===== src/rtl/rhd_emu_pkg.sv =====
// Shared definitions for the multi-port RHD2000 headstage emulator.
// Holds the 16-bit word type, command opcodes, the read-only "INTAN"
// register window, the LFSR polynomial and the helpers that build
// per-stream seeds and step the LFSR.
package rhd_emu_pkg;

  typedef logic [15:0] word_t;

  // Command opcodes, taken from cmd[15:14]
  localparam logic [1:0] OP_CONVERT = 2'b00;
  localparam logic [1:0] OP_CALIB   = 2'b01;
  localparam logic [1:0] OP_WRITE   = 2'b10;
  localparam logic [1:0] OP_READ    = 2'b11;

  // Read-only company-ID window at registers 40..44
  localparam logic [5:0] ROM_ADDR_FIRST = 6'd40;
  localparam logic [5:0] ROM_ADDR_LAST  = 6'd44;
  localparam logic [7:0] ROM_I = 8'h49;
  localparam logic [7:0] ROM_N = 8'h4E;
  localparam logic [7:0] ROM_T = 8'h54;
  localparam logic [7:0] ROM_A = 8'h41;

  // Galois LFSR polynomial and the seed used when a computed seed is zero
  localparam word_t LFSR_TAPS        = 16'hB400;
  localparam word_t LFSR_LOCKUP_SEED = 16'hACE1;

  function automatic logic is_rom_addr(input logic [5:0] addr);
    return (addr >= ROM_ADDR_FIRST) && (addr <= ROM_ADDR_LAST);
  endfunction

  function automatic logic [7:0] rom_value(input logic [5:0] addr);
    logic [7:0] v;
    case (addr)
      6'd40:   v = ROM_I;
      6'd41:   v = ROM_N;
      6'd42:   v = ROM_T;
      6'd43:   v = ROM_A;
      6'd44:   v = ROM_N;
      default: v = 8'h00;
    endcase
    return v;
  endfunction

  function automatic word_t lfsr_next(input word_t s);
    return s[0] ? ((s >> 1) ^ LFSR_TAPS) : (s >> 1);
  endfunction

  // Seed for port/line; an all-zero seed would lock the LFSR, so swap it out
  function automatic word_t lfsr_seed(input int base, input int port, input int line);
    word_t s;
    s = word_t'(base + 2 * port + line);
    if (s == 16'h0000) s = LFSR_LOCKUP_SEED;
    return s;
  endfunction

endpackage


===== src/rtl/rhd_emu_lfsr.sv =====
// 16-bit Galois LFSR used as the CONVERT data source of one MISO line.
// Ports: clk, rst (sync, active-high, reloads SEED), step (advance one
// state this cycle), value (current state).
module rhd_emu_lfsr
  import rhd_emu_pkg::*;
#(
  parameter word_t SEED = LFSR_LOCKUP_SEED
) (
  input  logic  clk,
  input  logic  rst,
  input  logic  step,
  output word_t value
);

  word_t state_q, state_d;

  always_comb begin
    state_d = state_q;
    if (step) state_d = lfsr_next(state_q);
  end

  always_ff @(posedge clk) begin
    if (rst) state_q <= SEED;
    else     state_q <= state_d;
  end

  assign value = state_q;

endmodule


===== src/rtl/rhd_headstage_emu_multi.sv =====
// Multi-port RHD2000 headstage emulator. A shared MOSI/CS/SCLK bus is
// synchronised into clk, framed by a small FSM and decoded once per valid
// 16-bit frame. Every port owns two response pipelines (MISO1/MISO2); a
// command's result is shifted out two frames after it was received.
// Ports: clk, rst (sync, active-high), MOSI/CS/SCLK (async SPI inputs),
// MISO1/MISO2 (one bit per emulated port, optionally delayed).
module rhd_headstage_emu_multi
  import rhd_emu_pkg::*;
#(
  parameter int NUM_PORTS  = 8,
  parameter int SEED_BASE  = 0,
  parameter int DATA_MODE  = 0,
  parameter int MISO_DELAY = 0
) (
  input  logic                 clk,
  input  logic                 rst,
  input  logic                 MOSI,
  input  logic                 CS,
  input  logic                 SCLK,
  output logic [NUM_PORTS-1:0] MISO1,
  output logic [NUM_PORTS-1:0] MISO2
);

  localparam logic [1:0] ST_IDLE   = 2'd0;
  localparam logic [1:0] ST_SHIFT  = 2'd1;
  localparam logic [1:0] ST_DECODE = 2'd2;

  // {mosi, cs, sclk}; all reset to 0 so that a CS held low through reset
  // does not look like a fresh CS fall afterwards.
  logic [2:0] sync1_q, sync1_d, sync2_q, sync2_d, last_q, last_d;
  logic [1:0] state_q, state_d;
  logic [4:0] bit_cnt_q, bit_cnt_d;
  logic [4:0] frame_cnt_q, frame_cnt_d;
  word_t      cmd_q, cmd_d;
  logic [7:0] regfile_q [64];
  logic [7:0] regfile_d [64];
  logic [7:0] rd_data_q, rd_data_d;

  logic mosi_s, cs_s, sclk_s;
  logic cs_fall, cs_rise, sclk_rise, sclk_fall;
  logic frame_start, shift_fire, decode_fire, lfsr_step, in_shift;
  logic [1:0] opcode;
  logic [5:0] addr;
  logic [7:0] wdata;
  word_t      common_result;
  logic [NUM_PORTS-1:0] miso1_raw, miso2_raw;

  assign mosi_s    = sync2_q[2];
  assign cs_s      = sync2_q[1];
  assign sclk_s    = sync2_q[0];
  assign cs_fall   = last_q[1] & ~cs_s;
  assign cs_rise   = ~last_q[1] & cs_s;
  assign sclk_rise = ~last_q[0] & sclk_s;
  assign sclk_fall = last_q[0] & ~sclk_s;

  assign opcode = cmd_q[15:14];
  assign addr   = cmd_q[13:8];
  assign wdata  = cmd_q[7:0];

  assign in_shift    = (state_q == ST_SHIFT);
  assign frame_start = (state_q == ST_IDLE) & cs_fall;
  // CS rise wins over a coincident SCLK edge; after the 16th fall the
  // shifters stop so the LSB is held until CS rises.
  assign shift_fire  = in_shift & ~cs_rise & sclk_fall & (bit_cnt_q < 5'd16);
  assign decode_fire = (state_q == ST_DECODE);
  assign lfsr_step   = decode_fire & (opcode == OP_CONVERT);

  always_comb begin
    sync1_d     = {MOSI, CS, SCLK};
    sync2_d     = sync1_q;
    last_d      = sync2_q;
    state_d     = state_q;
    bit_cnt_d   = bit_cnt_q;
    frame_cnt_d = frame_cnt_q;
    cmd_d       = cmd_q;
    case (state_q)
      ST_IDLE: begin
        if (cs_fall) begin
          state_d   = ST_SHIFT;
          bit_cnt_d = 5'd0;
        end
      end
      ST_SHIFT: begin
        if (cs_rise) begin
          state_d = (bit_cnt_q == 5'd16) ? ST_DECODE : ST_IDLE;
        end else if (sclk_rise) begin
          cmd_d = {cmd_q[14:0], mosi_s};
          if (bit_cnt_q != 5'd31) bit_cnt_d = bit_cnt_q + 5'd1;
        end
      end
      ST_DECODE: begin
        state_d     = ST_IDLE;
        frame_cnt_d = frame_cnt_q + 5'd1;
      end
      default: state_d = ST_IDLE;
    endcase
  end

  // Register file: contents are identical for every port because MOSI is
  // shared, so one copy serves all of them. The read port is registered;
  // the address is stable from the 16th SCLK rise until DECODE.
  always_comb begin
    regfile_d = regfile_q;
    rd_data_d = regfile_q[addr];
    if (decode_fire && (opcode == OP_WRITE) && !is_rom_addr(addr))
      regfile_d[addr] = wdata;
  end

  always_comb begin
    case (opcode)
      OP_WRITE: common_result = {8'hFF, wdata};
      OP_READ:  common_result = {8'h00, is_rom_addr(addr) ? rom_value(addr) : rd_data_q};
      default:  common_result = 16'h0000;
    endcase
  end

  always_ff @(posedge clk) begin
    if (rst) begin
      sync1_q     <= 3'b000;
      sync2_q     <= 3'b000;
      last_q      <= 3'b000;
      state_q     <= ST_IDLE;
      bit_cnt_q   <= 5'd0;
      frame_cnt_q <= 5'd0;
      cmd_q       <= 16'h0000;
      rd_data_q   <= 8'h00;
      for (int i = 0; i < 64; i++) regfile_q[i] <= 8'h00;
    end else begin
      sync1_q     <= sync1_d;
      sync2_q     <= sync2_d;
      last_q      <= last_d;
      state_q     <= state_d;
      bit_cnt_q   <= bit_cnt_d;
      frame_cnt_q <= frame_cnt_d;
      cmd_q       <= cmd_d;
      rd_data_q   <= rd_data_d;
      regfile_q   <= regfile_d;
    end
  end

  // Per-port datapath: two LFSRs, two output shifters, two-deep pipeline.
  for (genvar gi = 0; gi < NUM_PORTS; gi++) begin : g_port
    word_t lfsr_val [2];
    word_t conv_result [2];
    word_t shift_q [2];
    word_t shift_d [2];
    word_t pipe0_q [2];
    word_t pipe0_d [2];
    word_t pipe1_q [2];
    word_t pipe1_d [2];

    rhd_emu_lfsr #(.SEED(lfsr_seed(SEED_BASE, gi, 0))) u_lfsr_miso1 (
      .clk   (clk),
      .rst   (rst),
      .step  (lfsr_step),
      .value (lfsr_val[0])
    );

    rhd_emu_lfsr #(.SEED(lfsr_seed(SEED_BASE, gi, 1))) u_lfsr_miso2 (
      .clk   (clk),
      .rst   (rst),
      .step  (lfsr_step),
      .value (lfsr_val[1])
    );

    always_comb begin
      for (int m = 0; m < 2; m++) begin
        if (opcode != OP_CONVERT)
          conv_result[m] = common_result;
        else if (DATA_MODE == 1)
          conv_result[m] = {addr, 4'(gi), 1'(m), frame_cnt_q};
        else
          conv_result[m] = lfsr_val[m];
        shift_d[m] = shift_q[m];
        pipe0_d[m] = pipe0_q[m];
        pipe1_d[m] = pipe1_q[m];
        if (frame_start)
          shift_d[m] = pipe1_q[m];
        else if (shift_fire)
          shift_d[m] = {shift_q[m][14:0], 1'b0};
        if (decode_fire) begin
          pipe1_d[m] = pipe0_q[m];
          pipe0_d[m] = conv_result[m];
        end
      end
    end

    always_ff @(posedge clk) begin
      for (int m = 0; m < 2; m++) begin
        if (rst) begin
          shift_q[m] <= 16'h0000;
          pipe0_q[m] <= 16'h0000;
          pipe1_q[m] <= 16'h0000;
        end else begin
          shift_q[m] <= shift_d[m];
          pipe0_q[m] <= pipe0_d[m];
          pipe1_q[m] <= pipe1_d[m];
        end
      end
    end

    // Outputs drop to 0 as soon as the FSM leaves SHIFT (CS rise detect)
    assign miso1_raw[gi] = in_shift & shift_q[0][15];
    assign miso2_raw[gi] = in_shift & shift_q[1][15];
  end

  // Optional cable-delay emulation
  if (MISO_DELAY == 0) begin : g_no_delay
    assign MISO1 = miso1_raw;
    assign MISO2 = miso2_raw;
  end else begin : g_delay
    logic [NUM_PORTS-1:0] dly1_q [MISO_DELAY];
    logic [NUM_PORTS-1:0] dly1_d [MISO_DELAY];
    logic [NUM_PORTS-1:0] dly2_q [MISO_DELAY];
    logic [NUM_PORTS-1:0] dly2_d [MISO_DELAY];

    always_comb begin
      dly1_d[0] = miso1_raw;
      dly2_d[0] = miso2_raw;
      for (int i = 1; i < MISO_DELAY; i++) begin
        dly1_d[i] = dly1_q[i-1];
        dly2_d[i] = dly2_q[i-1];
      end
    end

    always_ff @(posedge clk) begin
      for (int i = 0; i < MISO_DELAY; i++) begin
        if (rst) begin
          dly1_q[i] <= '0;
          dly2_q[i] <= '0;
        end else begin
          dly1_q[i] <= dly1_d[i];
          dly2_q[i] <= dly2_d[i];
        end
      end
    end

    assign MISO1 = dly1_q[MISO_DELAY-1];
    assign MISO2 = dly2_q[MISO_DELAY-1];
  end

endmodule


===== config.mk =====
export PLATFORM = sky130hd
export DESIGN_NAME = rhd_headstage_emu_multi
export DESIGN_NICKNAME = d
export VERILOG_FILES = /design/src/rtl/rhd_emu_pkg.sv /design/src/rtl/rhd_emu_lfsr.sv /design/src/rtl/rhd_headstage_emu_multi.sv
export SDC_FILE = /design/constraint.sdc
export NUM_CORES = 2
export LEC_CHECK = 0
export ABC_AREA = 0
export BUFFER_PORTS_ARGS = -buffer_cell sky130_fd_sc_hd__buf_2
export CAP_MARGIN = 20
export CORE_MARGIN = 5
export CORE_UTILIZATION = 59
export CTS_BUF_LIST = sky130_fd_sc_hd__clkbuf_4 sky130_fd_sc_hd__clkbuf_8
export DETAILED_ROUTE_END_ITERATION = 10
export PLACE_DENSITY = 0.82
export SYNTH_ARGS = -nofsm -noshare
export SYNTH_HDL_FRONTEND = slang
export SYNTH_SLANG_ARGS = --single-unit

===== constraint.sdc =====
create_clock -name clk -period 2.9 [get_ports clk]
set_input_delay 0.87 -clock clk [delete_from_list [all_inputs] [get_ports clk]]
set_output_delay 0.87 -clock clk [all_outputs]
set_load 0.01 [all_outputs]

# ---- Yosys cells after proc, flatten, opt, wreduce, memory -nomap -nowiden
# Memories as Yosys holds them, arrays and structs flattened.
# Cells that the tools add are included.
dict set report op_classes {
  n_addsub 1
  n_lt_le_gt_ge 5
  n_eq_ne 16
  muxes 165
  bitwise_logic 95
  reduce_logical 13
}
# cell count
set ops {}
lappend ops {{$mux W16} 144}
lappend ops {{$bwmux W512} 1}
lappend ops {{$not A3 Y4} 16}
lappend ops {{$bmux W8 S6} 1}
lappend ops {{$demux W8 S6} 1}
lappend ops {{$or A1 B1 Y1} 48}
lappend ops {{$mux W8} 4}
lappend ops {{$pmux W16 S2} 1}
lappend ops {{$eq A6 B6 Y1 const B} 5}
lappend ops {{$pmux W7 S4} 1}
lappend ops {{$and A1 B1 Y1} 25}
lappend ops {{$mux W5} 4}
lappend ops {{$pmux W5 S2} 1}
lappend ops {{$ne A2 B2 Y1 const B} 4}
lappend ops {{$ge A7 B7 Y1 const B} 1}
lappend ops {{$lt A7 B1 Y1 const B} 1}
lappend ops {{$not A6 Y7} 1}
lappend ops {{$eq A2 B2 Y1 const B} 3}
lappend ops {{$ge A6 B6 Y1 const B} 1}
lappend ops {{$le A6 B6 Y1 const B} 1}
lappend ops {{$mux W2} 3}
lappend ops {{$add A5 B1 Y5 const B} 1}
lappend ops {{$eq A5 B5 Y1 const B} 1}
lappend ops {{$lt A5 B5 Y1 const B} 1}
lappend ops {{other kinds (14)} 25}
dict set report word_totals {
  reg_bits 807
  ramBits 768
  in_bits 5
  output_inout_bits 16
  elab_cells 406
  mem_count 24
}
# name words word_bits rd rd_ports_with_merged_regs write_ports line
set mem_list {}
lappend mem_list {{g_port[0].pipe0_q} 2 16 2 0 2 rhd_headstage_emu_multi.sv:147} ;# word_t pipe0_q [2];
lappend mem_list {{g_port[0].pipe1_q} 2 16 2 0 2 rhd_headstage_emu_multi.sv:149} ;# word_t pipe1_q [2];
lappend mem_list {{g_port[0].shift_q} 2 16 2 0 2 rhd_headstage_emu_multi.sv:145} ;# word_t shift_q [2];
lappend mem_list {{g_port[1].pipe0_q} 2 16 2 0 2 rhd_headstage_emu_multi.sv:147}
lappend mem_list {{g_port[1].pipe1_q} 2 16 2 0 2 rhd_headstage_emu_multi.sv:149}
lappend mem_list {{g_port[1].shift_q} 2 16 2 0 2 rhd_headstage_emu_multi.sv:145}
lappend mem_list {{18 more memories} -- -- -- -- -- --}

# ---- Depth between registers and ports, before layout
dict set report logic_depth {
  word_depth 9
  depth_mapped 10
  mapped_depth_nobuf 7
}

# ---- Modules after synthesis
# Synthesis repeated with hierarchy kept, for this count alone.
dict set report hier_totals {
  cells_unflattened 7223
  hier_area_um2 62999.2
}
# module n_inst cells_each area_each_um2 seq_area_each_um2
set modules_own_cells {}
lappend modules_own_cells {rhd_headstage_emu_multi 1 6335 53057.1 26405.3}
lappend modules_own_cells {{rhd_emu_lfsr (g_port[1].u_lfsr_miso2 ...)} 3 55 625.6 320.3}
lappend modules_own_cells {{rhd_emu_lfsr (g_port[3].u_lfsr_miso1 ...)} 3 56 619.3 320.3}
lappend modules_own_cells {{rhd_emu_lfsr (g_port[1].u_lfsr_miso1 ...)} 3 56 618.1 320.3}
lappend modules_own_cells {{rhd_emu_lfsr (g_port[3].u_lfsr_miso2 ...)} 3 55 615.6 320.3}
lappend modules_own_cells {{rhd_emu_lfsr (g_port[0].u_lfsr_miso1)} 1 56 630.6 320.3}
lappend modules_own_cells {{rhd_emu_lfsr (g_port[7].u_lfsr_miso1)} 1 56 626.9 320.3}
lappend modules_own_cells {{rhd_emu_lfsr (g_port[7].u_lfsr_miso2)} 1 55 626.9 320.3}
lappend modules_own_cells {{rhd_emu_lfsr (g_port[0].u_lfsr_miso2)} 1 55 621.8 320.3}

# ---- Worst setup path before layout
# Ideal clock, no wire load.
dict set report synth_timing {
  path_type {in2reg}
  start {input rst}
  end {register cmd_q[15]}
  setup_ns 0.128
  arrival_ns 1.966
  t_required_ns 2.772
  slack_ns 0.806
  path_stages 5
  path_buffers 4
  cell_sequence {clkbuf_1 -> clkbuf_1 -> clkbuf_1 -> clkbuf_1 -> nor2_1}
}
# item line
set synth_lines {}
lappend synth_lines {{start, declared} rhd_headstage_emu_multi.sv:16} ;# input logic rst,
lappend synth_lines {{end signal, assigned} rhd_headstage_emu_multi.sv:135} ;# cmd_q <= cmd_d;
lappend synth_lines {{end, declared} rhd_headstage_emu_multi.sv:34} ;# word_t cmd_q, cmd_d;
# No word-level cell between the ends.

# ---- Worst setup path after layout
dict set report layout_timing {
  start {register state_q[1]}
  end {output MISO1[0]}
}
dict set report layout_between {
  elab_chain_len 2
}
# item line
set layout_lines {}
lappend layout_lines {{start, declared} rhd_headstage_emu_multi.sv:31} ;# logic [1:0] state_q, state_d;
lappend layout_lines {{start signal, assigned} rhd_headstage_emu_multi.sv:132} ;# state_q <= state_d;
lappend layout_lines {{$eq A2 B1 Y1} rhd_headstage_emu_multi.sv:60} ;# assign in_shift = (state_q == ST_SHIFT);
lappend layout_lines {{$and A1 B1 Y1} rhd_headstage_emu_multi.sv:203} ;# assign miso1_raw[gi] = in_shift & shift_q[0][15];
lappend layout_lines {{end, declared} rhd_headstage_emu_multi.sv:20} ;# output logic [NUM_PORTS-1:0] MISO1,
# No other way between the ends.

==> metrics <==
final std cell area, no fill 0.06892 sq mm; critical path type register to output port; Leakage 21.78 nW; crit start category register; Synth Area in Simple Gates 17.86%; total gr overflow 0; placed cell areas 0.06359 sq mm; PwrDens 607.6 mW/mm^2; largest net degree at the start of global routing 220; post-synthesis compound-gate area fraction 15.75%; Post-Syn Area 0.06216 sq mm; clk_lat worst skew 0.92 ns; RR Startpoint state_q[1]$_SDFFE_PP0P_; Clock transition at path regs 0.06 ns; GP Congestion 0.9046; Pre-Repair DR Iteration Count 8; r2r worst-path depth 7; xor and xnor area share after synthesis 0.7326%; Slew Viols, Final 0; vias in the first global route 49520; Final Net Count 7058; Hold EP sync1_q[2]$_SDFF_PP0_; CTS buffer count 232; Crit path arrival time 2.01 ns; top cell type's share of synthesized area 50.72%; IO Count 21; Min-Delay Path Depth 2; commonest non-fill, non-tap cell in the layout dfxtp_1; slew at the pin closest to its max-slew limit 1.097 ns; Post-Synth Adder-Cell Area 0.06038%; # port buffers 20; Initial Util 59.22%; Vias 51790; most frequent cells in the layout 1560 x dfxtp_1, 1421 x nand2_1, 1003 x a21oi_1; ys flop type dfxtp_1; library cells used by synthesis 69; placed cells 8203; Residual DRC 0; Worst path max stage delay 0.34 ns; H-tree levels 4; Seq cells post-synth 1575; fmax 0.3469 GHz; cell taking the most area after synthesis dfxtp_1; hold crit path type primary input to register; Avg WL per Cell 18.49 um; CP Max Fanout 8; Rows 119; sequential cell area fraction in the yosys report 50.72%; final WL 159600 um; Max-Cap Viols 0; Gate Count Post-Synth 7272; crit end category output port; Die W 334.6 um; Yosys warning total 0; initial antenna violation count 2; R2R setup slack 0.08 ns; Tot Pwr 41.88 mW; Vias/cell 6.000; Worst VDD drop 0.4846 mV; worst-path cell chain and2b_4, buf_8, and2_4, buf_6; Hold Crit Start MOSI; hold_buf cts 0; reg-to-reg endpoint regfile_q[408]$_SDFFE_PP0P_; post-detail-place hpwl 95800 um; largest family of logic cells by synthesized area simple AND/OR/NAND/NOR gates; mux contribution to synthesized area 10.25%; first-pass GRT wire length 258100 um; Avg Cell Area, Syn 8.548 sq um; Final Hold Viols 0; Worst Path Required 2.03 ns; layout cells sized above 1 11.06%; clk_skew 0.09117 ns; async set or reset register ratio after synthesis 0%; Slew headroom 26.88%; Post-Syn Nets 7280; Routed Antenna Nets 0; Synth area leaders dfxtp_1 51%, nand2_1 8.6%, a21oi_1 8.1%; gr usage total 27.34%; # setup viols final 0; Die Span Y 334.6 um; Syn-to-layout area delta 10.86%; unrepaired setup endpoints after global routing yes; Fillers 8110; initial DRC count 5572; outcome finished clean; clock sink count 1575; area of the die 0.1120 sq mm; core area 0.1050 sq mm; Bufs on Longest Clock Path 3; final cell utilization of the core 65.65%; CP max-delay cell dfxtp_4; final worst-path cycle share 99.39%; fin cells 8632; Post-synth EDFFs 0; Final min period 2.882 ns; final hold slack 0.1957 ns; CTS tree done; root buf cell clkbuf_8
==> through the flow <==
stage,setup WS (ns),setup TNS [ns]
6_report,0.01764,0
5_1_grt,-0.03216,-0.2199
4_1_cts,-0.02789,-0.1984
3_5_place_dp,0.1988,0
3_3_place_gp,0.2044,0
2_1_floorplan,0.8060,0
==> worst max-delay path by stage <==
stage,from,to,slack [ns],cells after the start
finish,state_q[1]$_SDFFE_PP0P_,MISO1[0],0.02,4
global route,state_q[1]$_SDFFE_PP0P_,MISO2[2],-0.03,4
CTS,state_q[1]$_SDFFE_PP0P_,MISO2[7],-0.03,4
detailed placement,cmd_q[8]$_SDFFE_PP0P_,rd_data_q[1]$_SDFF_PP0_,0.20,5
global placement,cmd_q[8]$_SDFFE_PP0P_,rd_data_q[4]$_SDFF_PP0_,0.20,6
floorplan,rst,cmd_q[15]$_SDFFE_PP0P_,0.81,5
==> registers in the layout, summed over array words and instances (netlist names) <==
signal and cells:
g_port.pipe1_q 256, rd_data_q 8, cmd_q 16, sync1_q 3, g_port.shift_q 256, state_q 2, g_port.u_lfsr_miso1.value 128, last_q 2
bit_cnt_q 5, g_port.u_lfsr_miso2.value 128, regfile_q 512, g_port.pipe0_q 256, last_d 3
==> final cells by class <==
class / instances / area, sq um / share of cell area (%)
timing repair buffer: 226 / 2519 / 3.655
inverter: 4 / 15.01 / 0.02179
clock buffer: 378 / 4733 / 6.868
clock inverter: 46 / 490.5 / 0.7117
tap: 1391 / 1740 / 2.525
antenna: 1 / 2.502 / 0.003631
multi-input combinational: 5011 / 27850 / 40.41
sequential: 1575 / 31570 / 45.80
==> power breakdown <==
part	switching (mW)	internal, mW
clock network	8.77	10.7
registers	0.0299	21.7
logic	0.494	0.206
total	9.29	32.6
==> repair_timing <==
item / in CTS / in global routing
cloned: 1 / 0
endpoints found under the setup margin: 16 / 15
gates resized for setup: 15 / 8
pin swaps: 0 / 0
setup buffers: 2 / 1
==> logic make-up (layout without fill, tap and decap cells) <==
group                    Yosys count  count (layout)
buffers and inverters            686             654
flip-flops                      1575            1575
other                              0               1
adder cells (fa/ha/maj)            3               3
AND/OR/NAND/NOR                 2702            2702
AO/OA/AOI/OAI                   1687            1687
multiplexers                     567             567
XOR/XNOR                          52              52
==> worst max-delay path: cells and delay by family, from the launching register on <==
kind / cells / cell delay [ns]
AND/OR/NAND/NOR: 2 / 0.49
flip-flops: 1 / 0.34
buffers and inverters: 2 / 0.27
==> Yosys cell counts (56+ instances only) <==
cell type  instances
buf_2             82
mux2i_1          488
a31oi_1          101
nor2_1           748
nor3_1           141
o21ai_0          116
a22oi_1           68
a21oi_1         1003
nand3_1          253
dfxtp_1         1575
nand2_1         1421
nor2b_1           56
a211oi_1         292
clkbuf_1         520
==> routing by layer <==
layer | global-route usage, % | routed length [um] | up-vias
met4 | 11.27 | 5511 | 2
met1 | 36.52 | 67350 | 24720
li1 | - | - | 24560
met3 | 4.531 | 12030 | 393
met5 | 0 | 13 | -
met2 | 44.47 | 74730 | 2124
Power figures use the tool's default switching activity.
